**src/rtl/player_feedback.sv**
```systemverilog
// player_feedback: buzz-in lockout, answer judging and LED/buzzer feedback
// for the player controller pads. Captures the first player to buzz, judges
// the answer once the button is released, then shows the result for a fixed
// window before waiting for all buttons to be released again.
module player_feedback #(
    parameter int SHOW_CYCLES = 50000000,
    parameter int BLINK_HALF  = 6250000
) (
    input  logic       clk,
    input  logic       rst,
    input  logic       game_active,
    input  logic       playerInputFlag,
    input  logic [1:0] firstPlayerFlag,
    input  logic [7:0] switchInput,
    input  logic [7:0] target,
    output logic [3:0] led_out,
    output logic       ready_led,
    output logic       buzzer_out,
    output logic       result_valid,
    output logic       result_correct,
    output logic [1:0] result_player
);

    // Counter widths hold the full terminal value so neither counter can
    // wrap inside one display window.
    localparam int SHOW_W  = $clog2(SHOW_CYCLES + 1);
    localparam int BLINK_W = $clog2(BLINK_HALF + 1);
    localparam logic [SHOW_W-1:0]  SHOW_LAST  = SHOW_W'(SHOW_CYCLES - 1);
    localparam logic [BLINK_W-1:0] BLINK_LAST = BLINK_W'(BLINK_HALF - 1);

    typedef enum logic [2:0] {
        IDLE,
        LOCKED,
        JUDGE,
        SHOW,
        COOLDOWN
    } state_t;

    state_t              state_q, state_d;
    logic [1:0]          player_q, player_d;
    logic                correct_q, correct_d;
    logic [SHOW_W-1:0]   showCnt_q, showCnt_d;
    logic [BLINK_W-1:0]  blinkCnt_q, blinkCnt_d;
    logic                blinkOn_q, blinkOn_d;

    logic [3:0]          led_q, led_d;
    logic                ready_q, ready_d;
    logic                buzzer_q, buzzer_d;
    logic                valid_q, valid_d;
    logic                resCorrect_q, resCorrect_d;
    logic [1:0]          resPlayer_q, resPlayer_d;

    logic [3:0]          playerOneHot;
    logic                answerMatch;

    assign playerOneHot = 4'b0001 << player_q;
    assign answerMatch  = (switchInput == target);

    // Next-state and next-output decode; every output is derived from the
    // current state so it appears one cycle after the state that causes it.
    always_comb begin
        state_d      = state_q;
        player_d     = player_q;
        correct_d    = correct_q;
        showCnt_d    = showCnt_q;
        blinkCnt_d   = blinkCnt_q;
        blinkOn_d    = blinkOn_q;
        led_d        = 4'b0000;
        ready_d      = 1'b0;
        buzzer_d     = 1'b0;
        valid_d      = 1'b0;
        resCorrect_d = resCorrect_q;
        resPlayer_d  = resPlayer_q;

        if (state_q != IDLE && !game_active) begin
            // Game aborted: drop all feedback and never issue a result strobe.
            state_d = IDLE;
        end else begin
            unique case (state_q)
                IDLE: begin
                    ready_d = game_active;
                    if (game_active && playerInputFlag) begin
                        player_d = firstPlayerFlag;
                        state_d  = LOCKED;
                    end
                end
                LOCKED: begin
                    led_d = playerOneHot;
                    if (!playerInputFlag) begin
                        state_d = JUDGE;
                    end
                end
                JUDGE: begin
                    led_d        = playerOneHot;
                    valid_d      = 1'b1;
                    resCorrect_d = answerMatch;
                    resPlayer_d  = player_q;
                    correct_d    = answerMatch;
                    showCnt_d    = '0;
                    blinkCnt_d   = '0;
                    blinkOn_d    = 1'b1;
                    state_d      = SHOW;
                end
                SHOW: begin
                    if (correct_q) begin
                        led_d = blinkOn_q ? playerOneHot : 4'b0000;
                    end else begin
                        led_d    = playerOneHot;
                        buzzer_d = 1'b1;
                    end
                    if (blinkCnt_q == BLINK_LAST) begin
                        blinkCnt_d = '0;
                        blinkOn_d  = ~blinkOn_q;
                    end else begin
                        blinkCnt_d = blinkCnt_q + 1'b1;
                    end
                    if (showCnt_q == SHOW_LAST) begin
                        state_d = COOLDOWN;
                    end else begin
                        showCnt_d = showCnt_q + 1'b1;
                    end
                end
                COOLDOWN: begin
                    if (!playerInputFlag) begin
                        state_d = IDLE;
                    end
                end
                default: begin
                    state_d = IDLE;
                end
            endcase
        end
    end

    // State, counters and registered outputs; reset overrides everything.
    always_ff @(posedge clk) begin
        if (rst) begin
            state_q      <= IDLE;
            player_q     <= 2'd0;
            correct_q    <= 1'b0;
            showCnt_q    <= '0;
            blinkCnt_q   <= '0;
            blinkOn_q    <= 1'b0;
            led_q        <= 4'b0000;
            ready_q      <= 1'b0;
            buzzer_q     <= 1'b0;
            valid_q      <= 1'b0;
            resCorrect_q <= 1'b0;
            resPlayer_q  <= 2'd0;
        end else begin
            state_q      <= state_d;
            player_q     <= player_d;
            correct_q    <= correct_d;
            showCnt_q    <= showCnt_d;
            blinkCnt_q   <= blinkCnt_d;
            blinkOn_q    <= blinkOn_d;
            led_q        <= led_d;
            ready_q      <= ready_d;
            buzzer_q     <= buzzer_d;
            valid_q      <= valid_d;
            resCorrect_q <= resCorrect_d;
            resPlayer_q  <= resPlayer_d;
        end
    end

    assign led_out        = led_q;
    assign ready_led      = ready_q;
    assign buzzer_out     = buzzer_q;
    assign result_valid   = valid_q;
    assign result_correct = resCorrect_q;
    assign result_player  = resPlayer_q;

endmodule

```
**config.mk**
```make
export PLATFORM = sky130hd
export DESIGN_NAME = player_feedback
export DESIGN_NICKNAME = d
export VERILOG_FILES = /design/src/rtl/player_feedback.sv
export SDC_FILE = /design/constraint.sdc
export NUM_CORES = 1
export LEC_CHECK = 0
export CORE_MARGIN = 3
export CORE_UTILIZATION = 57
export DETAILED_ROUTE_END_ITERATION = 16
export PLACE_DENSITY = 0.76
export SLEW_MARGIN = 20
export SYNTH_ARGS = -nofsm -noshare
export SYNTH_HDL_FRONTEND = slang
export SYNTH_SLANG_ARGS = --single-unit
```
**constraint.sdc**
```tcl
create_clock -name clk -period 2.9 [get_ports clk]
set_input_delay 0.725 -clock clk [delete_from_list [all_inputs] [get_ports clk]]
set_output_delay 0.725 -clock clk [all_outputs]
set_load 0.01 [all_outputs]
```
* After elaboration in Yosys (flattened, before gate mapping)
Index checks and enable logic that the tools add are counted.
Cells by class: multiplexer cells 16, reductions and logical operators 16, shifts and indexed selects 1, equal/unequal tests 13, $add $sub $neg 2, bitwise operators 4
Operators by type and width (count):
- 26-bit case mux with 2 select lines | 1
- 23-bit case mux with 2 select lines | 1
- 26-bit by 1-bit adder with 26-bit output, second input constant | 1
- 26-bit equality test, second input constant | 1
- 26-bit 2-to-1 mux | 1
- 23-bit by 1-bit adder with 23-bit output, second input constant | 1
- 23-bit equality test, second input constant | 1
- 23-bit 2-to-1 mux | 1
- 3-bit case mux with 5 select lines | 1
- 3-bit 2-to-1 mux | 4
- 2-bit != test, second input constant | 6
- 3-bit AND reduction | 3
- 8-bit equality test | 1
- 4-bit 2-to-1 mux | 2
- 4-bit case mux with 2 select lines | 1
- 3-bit by 2-bit equality test with 1-bit output, second input constant | 2
- 3-bit OR reduction | 2
- 1-bit inverter | 4
- 2-bit AND reduction | 2
- 4-bit AND reduction | 1
- 2-bit OR reduction | 2
- 1-bit by 2-bit << shifter with 4-bit output, first input constant | 1
- 3-bit by 1-bit equality test with 1-bit output, second input constant | 1
- 3-bit equality test, second input constant | 1
- other kinds (7) | 10
Word-level totals: register bits after elaboration 65, bits of input ports 22, output and inout bits 10, word-level logic and storage cells 63

* Logic depth before layout (Yosys ltp)
Gate-level depths: netlist (run 1).
word-level depth 4, mapped depth 7, depth with buffers taken out 6

* Least setup slack after synthesis (run 1)
No wires, ideal clock.
kind register to register, start reg showCnt_q[0], end reg showCnt_q[24], setup slack 0.895 ns, arrival 1.918 ns, required time 2.813 ns, setup time 0.087 ns, path buffers 0, clock period less this slack 2.005 ns, stages on the path, launching flop included 7, path through dfxtp_1 -> ha_1 -> nand3_2 -> nor4_4 -> nand4_2 -> or4_4 -> o31ai_1
On the way: longest elaborated chain between the ends 3, elaborated cells between the ends (all ways) 6, those cells by class add/sub (1); eq/ne (2); mux (2); reduce/logical (1)
RTL lines:
- start, declared | line 42 | logic [SHOW_W-1:0] showCnt_q, showCnt_d;
- start signal, assigned | line 154 | showCnt_q <= showCnt_d;
- 26-bit by 1-bit adder with 26-bit output or 26-bit equality test (tied branches) | line 120, 117
- 26-bit 2-to-1 mux or 2-bit != test (tied branches)
- 26-bit case mux with 2 select lines or 3-bit AND reduction (tied branches)
Several ways; a longest one is shown, not always the timed one. The select of a mux whose other input is x is not followed. A chain may end at the register's enable or synchronous reset.

* Final worst setup path (run 1)
start in game_active, end reg blinkCnt_q[17]
On the way: longest elaborated chain between the ends 4
RTL lines:
- start, declared | line 11 | input logic game_active,
- 1-bit zero test | line 75 | if (state_q != IDLE && !game_active) begin
- 1-bit logical AND | line 75
- 1-bit inverter (no source line)
- 2-bit AND reduction (no source line)
- end signal, assigned | line 155 | blinkCnt_q <= blinkCnt_d;
- end, declared | line 43 | logic [BLINK_W-1:0] blinkCnt_q, blinkCnt_d;
No other way between the ends.

==> impl_results.md, run 1 <==
- WL/cell: 16.21 µm
- # fillers: 447
- Die Y: 82.84 µm
- Clock Pin Slew Worst Setup and Hold Paths: 70 ps
- Yosys Warn Count: 0
- CTS Sinks: 65
- Register area share after synthesis: 38.66%
- Leakage dissipation: 1.329 nW
- Post-DR vias/cell: 6.195
- Final antenna diode count: 0
- Share of cells above drive strength 1: 8.824%
- Pins over their slew limit: 0
- DIE AREA: 0.006862 mm²
- Initial Utilization: 60.02%
- Remaining antenna violation count: 0
- Synth Flop Type: dfxtp_1
- Final hold vios: 0
- Post-CTS Setup Inserts: 0
- PD cells: 467.9 mW/mm²
- Worst-path maximum fanout: 9
- DR pass1 iterations: 5
- R2r worst-path depth: 7
- Relative slew slack: 58.65%
- Power Total: 1.865 mW
- Vias in the first global route: 3163
- Count leader, synth: dfxtp_1
- Worst Path Required: 3130 ps
- Fmax: 429.1 MHz
- Synthesized area per cell: 8.310 µm²
- IO Pins: 32
- Post-synth top area share: 38.66%
- Total nets after synthesis: 429
- Peak VDD IR: 0.3252 mV
- CTS tree: yes
- Worst slew pin tran: 614.9 ps
- FFs w/ async S/R, synth: 0%
- WP data arrival: 2560 ps
- Total wire length: 8334 µm
- Outcome: complete, no violations
- Htree depth: 3
- Worst r2r src: blinkCnt_q[1]
- # setup viols final: 0
- Mapped cell area: 0.003366 mm²
- Synth top area cells: dfxtp_1 (39%), nor2_1 (5.0%), xnor2_1 (4.2%), a21oi_1 (4.0%), o31ai_1 (3.3%)
- R2r setup slk: 780 ps
- Grt ovf: 0
- Port bufs: 31
- GPL Wtd Cong: 0.8764
- Fin crit period: 2331 ps
- Synthesis-stage register bit count: 65
- Worst-case clock buffer depth: 2
- Fin crit share: 80.37%
- GRT Total Usage: 25.84%
- Global-route wire length before repair: 14890 µm
- Core area: 0.005608 mm²
- Initial antenna violation count: 0
- Post-Route Skew: 6.741 ps
- Critical path launch point type: input pin
- Cell taking the most area after synthesis: dfxtp_1
- Via count of the routed design: 3184
- RSZ-0062 raised after global routing: false
- Num rows: 27
- Worst hold start: showCnt_q[23]
- Mapped Cells: 405
- DRT iter0 DRCs: 221
- Hold Crit Class: flop to flop
- Hold Buf Count CTS: 0
- Nets: 461
- DP HPWL: 5774 µm
- Setup_tns: 0 ps
- Die boundary width: 82.84 µm
- Total clock buffers created by CTS: 9
- Distinct cell type count after synthesis: 55
- Clk Latency, worst-skew pair: 340 ps
- Drc violations: 0
- Post-CTS Resized: 0
- Root buf cell: clkbuf_8
- Worst setup path endpoint: blinkCnt_q[17]
- CP startpoint: game_active
- Area Overhead vs Synth: 18.44%
- Critical path class: input pin to flop
- Max cap viols: 0
- Largest net degree at the start of global routing: 36
- Number of synthesized flops with an enable pin: 0
- Synth cell count leaders: dfxtp_1 (65), nor2_1 (45), a21oi_1 (27), nand2_1 (27), nand3_1 (21)
- Reg2Reg Capture Point: blinkCnt_q[15]
- Critical path capture point type: flop
==> worst max-delay path, cell delays in order <==
cell	delay (ps)
clkdlybuf4s50_1	490
and3b_1	340
nand4_1	400
nor4_1	390
xnor2_1	160
nor2_1	50
==> power by group <==
part | total [mW] | internal, mW | leakage, nW | switching (mW)
sequential | 0.907 | 0.899 | 0.524 | 0.00808
combinational | 0.101 | 0.0499 | 0.692 | 0.0515
clock | 0.857 | 0.506 | 0.113 | 0.351
==> registers in the layout (all words and copies together), names as in the netlist <==
signal	flops
state_q	3
result_valid	1
showCnt_q	26
buzzer_out	1
ready_led	1
result_correct	1
led_out	4
result_player	2
blinkCnt_q	23
blinkOn_q	1
player_q	2
==> worst min path at each step <==
stage / slack, ps / endpoint / cells past startpoint
global route: 500 / result_player[0] / 2
detailed placement: 470 / showCnt_q[15] / 1
CTS: 480 / showCnt_q[15] / 1
finish: 480 / showCnt_q[23] / 2
global placement: 460 / showCnt_q[23] / 2
floorplan: 440 / showCnt_q[22] / 1
==> logic make-up (layout without fill, tap and decap cells) <==
| family | after synthesis | in the layout | share of synthesized area [%] |
|---|---|---|---|
| adders and majority gates | 2 | 2 | 0.7434 |
| and+or+nand+nor | 191 | 191 | 32.60 |
| DFF | 65 | 65 | 38.66 |
| xor gates and xnor gates | 27 | 27 | 7.026 |
| AOI/OAI and AO/OA | 87 | 87 | 16.58 |
| buffers and inverters | 31 | 68 | 3.792 |
| muxes | 2 | 2 | 0.5948 |
==> layer usage <==
layer  wire (µm)  vias up  GRT usage [%]
met4         215        0          12.33
li1            -     1572              -
met5           0        -              0
met1        3809     1504          34.12
met2        3945       88          41.18
met3         362       20          4.167
==> layout by cell type, fill, tap and decap left out, types with 6 or more instances in the layout <==
| master | n |
|---|---|
| o31ai_1 | 15 |
| inv_1 | 7 |
| nand2_1 | 27 |
| nor2_1 | 45 |
| buf_4 | 13 |
| a31oi_1 | 11 |
| a21oi_1 | 27 |
| xnor2_1 | 16 |
| dfxtp_1 | 65 |
| nor4_1 | 9 |
| nand4_1 | 12 |
| or3_1 | 6 |
| clkdlybuf4s50_1 | 31 |
| nand3_1 | 21 |
| xor2_1 | 11 |
| and4_1 | 8 |
| clkbuf_8 | 10 |
| nor3_1 | 19 |
| o21ai_0 | 14 |
==> through the flow <==
| stage | cells | hold slack [ps] | cell area [µm²] | utilization (%) | worst slack, ps |
|---|---|---|---|---|---|
| 3_5_place_dp | 498 | 469.1 | 3766 | 67.16 | 207.4 |
| 2_1_floorplan | 405 | 439.1 | 3366 | - | 895.4 |
| 6_report | 514 | 484.7 | 3986 | 71.08 | 569.3 |
| 3_3_place_gp | 498 | 459.8 | 3766 | 67.16 | 339.8 |
| 4_1_cts | 514 | 479.8 | 3986 | 71.08 | 586.0 |
| 5_1_grt | 514 | 503.4 | 3986 | 71.08 | 303.7 |
==> area by class of cell <==
| type | count | area (µm²) | area share [%] |
|---|---|---|---|
| multi-input combinational | 309 | 1937 | 48.59 |
| sequential | 65 | 1301 | 32.64 |
| timing repair buffer | 44 | 407.9 | 10.23 |
| clock buffer | 11 | 141.4 | 3.547 |
| tap | 72 | 90.09 | 2.260 |
| clock inverter | 5 | 78.83 | 1.977 |
| inverter | 8 | 30.03 | 0.7533 |
Note: power is estimated with default switching activity, not from simulation.
==> run 2, diff against run 1 <==
==> constraint.sdc (replaced) <==
create_clock -name clk -period 2.3 [get_ports clk]
set_input_delay 0.575 -clock clk [delete_from_list [all_inputs] [get_ports clk]]
set_output_delay 0.575 -clock clk [all_outputs]
set_load 0.01 [all_outputs]
==> run 2 against run 1 <==
Net effect: clock power grew 4.7%; largest power group unchanged; sequential cell count is the same; largest cell class unchanged; die area is the same; critical path type is now flop to flop; setup slack lost 340 ps; first-iteration DRC count grew 5.9%; final cell count grew 3.9%; highest routed layer unchanged; core utilization grew 2.3 points; clock skew grew 2.2 ps.
==> impl_results.md, run 2 (synthesis results as in run 1) <==
- Outcome: complete, no violations (unchanged)
- RSZ-0062 raised after global routing: false (unchanged)
- Area Overhead vs Synth: 22.34% (was 18.44%)
- Num rows: 27 (unchanged)
- Setup WS pre-CTS: -23.92 ps (was 207.4 ps)
- Fmax: 483.9 MHz
- Drc violations: 0 (unchanged)
- GRT Total Usage: 25.70% (was 25.84%)
- Initial Utilization: 60.02% (unchanged)
- Hold Buf Count CTS: 0 (unchanged)
- Remaining antenna violation count: 0 (unchanged)
- DR pass1 iterations: 6 (was 5)
- Htree depth: 3 (unchanged)
- Commonest non-fill, non-tap cells in the layout: dfxtp_1 (65), nor2_1 (45), buf_4 (33) (was dfxtp_1 (65), nor2_1 (45), clkdlybuf4s50_1 (31))
- Fin crit share: 89.85%
- Dpl cell area: 0.003936 mm² (was 0.003766 mm²)
- Fin crit period: 2067 ps
- Clock Pin Slew Worst Setup and Hold Paths: 70 ps (about the same)
- Post-DR vias/cell: 6.142 (was 6.195)
- Root buf cell: clkbuf_8 (unchanged)
- Post-CTS Setup Inserts: 0 (unchanged)
- Relative slew slack: 69.21% (was 58.65%)
- Port bufs: 31 (unchanged)
- Critical path launch point type: flop (was input pin)
- Final worst slack: 233.4 ps (was 569.3 ps)
- # setup viols final: 0 (unchanged)
- Global-route wire length before repair: 14880 µm (was 14890 µm)
- CTS Sinks: 65 (unchanged)
- Total wire length: 8450 µm (was 8334 µm)
- Leakage dissipation: 1.415 nW (was 1.329 nW)
- Largest net degree at the start of global routing: 25 (was 36)
- Nets: 482 (was 461)
- Largest Register: showCnt_q (unchanged)
- Grt ovf: 0 (unchanged)
- Final hold vios: 0 (unchanged)
- WP data arrival: 2330 ps (was 2560 ps)
- Peak VDD IR: 0.5143 mV (was 0.3252 mV)
- Final Core Density: 73.43% (was 71.08%)
- Worst slew pin tran: 458.4 ps (was 614.9 ps)
- Critical path class: flop to flop (was input pin to flop)
- IO Pins: 32 (unchanged)
- WL/cell: 15.82 µm (was 16.21 µm)
- DRT iter0 DRCs: 234 (was 221)
- PD cells: 530.7 mW/mm² (was 467.9 mW/mm²)
- Post-Layout Cell Count: 534 (was 514)
- Slowest CP cell: or4_4 (was clkdlybuf4s50_1)
- GPL Wtd Cong: 0.8800 (was 0.8764)
- Power Total: 2.185 mW (was 1.865 mW)
- Worst-path maximum fanout: 6 (was 9)
- Leading cell type in the layout, fill and taps excluded: dfxtp_1 (unchanged)
- Core area: 0.005608 mm² (unchanged)
- Largest register FFs: 26 (unchanged)
- Pins over their slew limit: 0 (unchanged)
- Placed Cells: 519 (was 498)
- Critical path capture point type: flop (unchanged)
- Max cap viols: 0 (unchanged)
- Clk Latency, worst-skew pair: 350 ps (was 340 ps)
- Worst Path Required: 2560 ps (was 3130 ps)
- DIE AREA: 0.006862 mm² (unchanged)
- Die Y: 82.84 µm (unchanged)
- Crit-path cells: ha_1 > nand3_2 > nor4_4 > nand4_2 > or4_4 > o31ai_1 (was clkdlybuf4s50_1 > and3b_1 > nand4_1 > nor4_1 > xnor2_1 > nor2_1)
- Share of cells above drive strength 1: 12.77% (was 8.824%)
- Hold Crit Class: flop to flop (unchanged)
- Slowest stage delay, CP: 460 ps (was 490 ps)
- Vias in the first global route: 3188 (was 3163)
- CTS tree: yes (unchanged)
- Via count of the routed design: 3280 (was 3184)
- Post-Route Skew: 8.921 ps (was 6.741 ps)
- Worst-case clock buffer depth: 2 (unchanged)
- Post-CTS Resized: 0 (unchanged)
- Final antenna diode count: 0 (unchanged)
- Total clock buffers created by CTS: 9 (unchanged)
- DP HPWL: 6170 µm (was 5774 µm)
- Initial antenna violation count: 0 (unchanged)
- Die boundary width: 82.84 µm (unchanged)
- Design area: 0.004118 mm² (was 0.003986 mm²)
[run 2: cell count changes in the layout (fill, tap and decap cells not counted)]
cell        change
bufinv_16       -2
buf_12          +1
clkinvlp_4      +1
buf_4          +20
clkinv_2        -1
clkinv_4        -1
clkbuf_8        +2
[run 2: worst paths after layout]
path | slack [ps] | to | depth (start not counted) | startpoint
max | 230 | showCnt_q[22] | 6 | showCnt_q[0]
min | 470 | showCnt_q[15] | 1 | showCnt_q[15]
max reg2reg | 230 | showCnt_q[22] | 6 | showCnt_q[0]
min reg2reg | 470 | showCnt_q[15] | 1 | showCnt_q[15]
[run 2: worst max-delay path, delay by kind of cell (launching register included)]
| kind | cells | cell delay [ps] |
|---|---|---|
| AO/OA/AOI/OAI | 1 | 210 |
| adder cells (fa/ha/maj) | 1 | 250 |
| flip-flops | 1 | 410 |
| AND/OR/NAND/NOR | 4 | 1130 |
[run 2: layout make-up]
| class | count | area (µm²) |
|---|---|---|
| clock buffers | 13 | 168.9 |
| clock inverters | 2 | 12.51 |
| fillers | 463 | 1490 |
| inverters | 8 | 30.03 |
| multi-input cells | 309 | 1937 |
| flip-flops and latches | 65 | 1301 |
| well taps | 72 | 90.09 |
| repair buffers | 65 | 578.1 |
[run 2: routing by layer]
metal | part of all wire [%] | wire (µm) | vias to the layer above | global-route usage (%)
li1 | - | - | 1610 | -
met1 | 46 | 3865 | 1530 | 33.89
met2 | 47 | 3967 | 120 | 41.47
met3 | 5.0 | 419 | 20 | 3.968
met4 | 2.3 | 197 | 0 | 11.59
met5 | 0 | 0 | - | 0
[run 2: power by group]
part	leakage, nW	internal, mW	switching [mW]
clock network	0.0915	0.472	0.425
logic	0.800	0.0759	0.0735
registers	0.524	1.13	0.00579
[run 2: through the flow]
stage	hold WS, ps	TNS, ps
after floorplan	439.1	0
after global placement	459.1	0
after detailed placement	466.0	-39.75
after CTS	475.5	0
after global routing	509.7	0
final	474.1	0
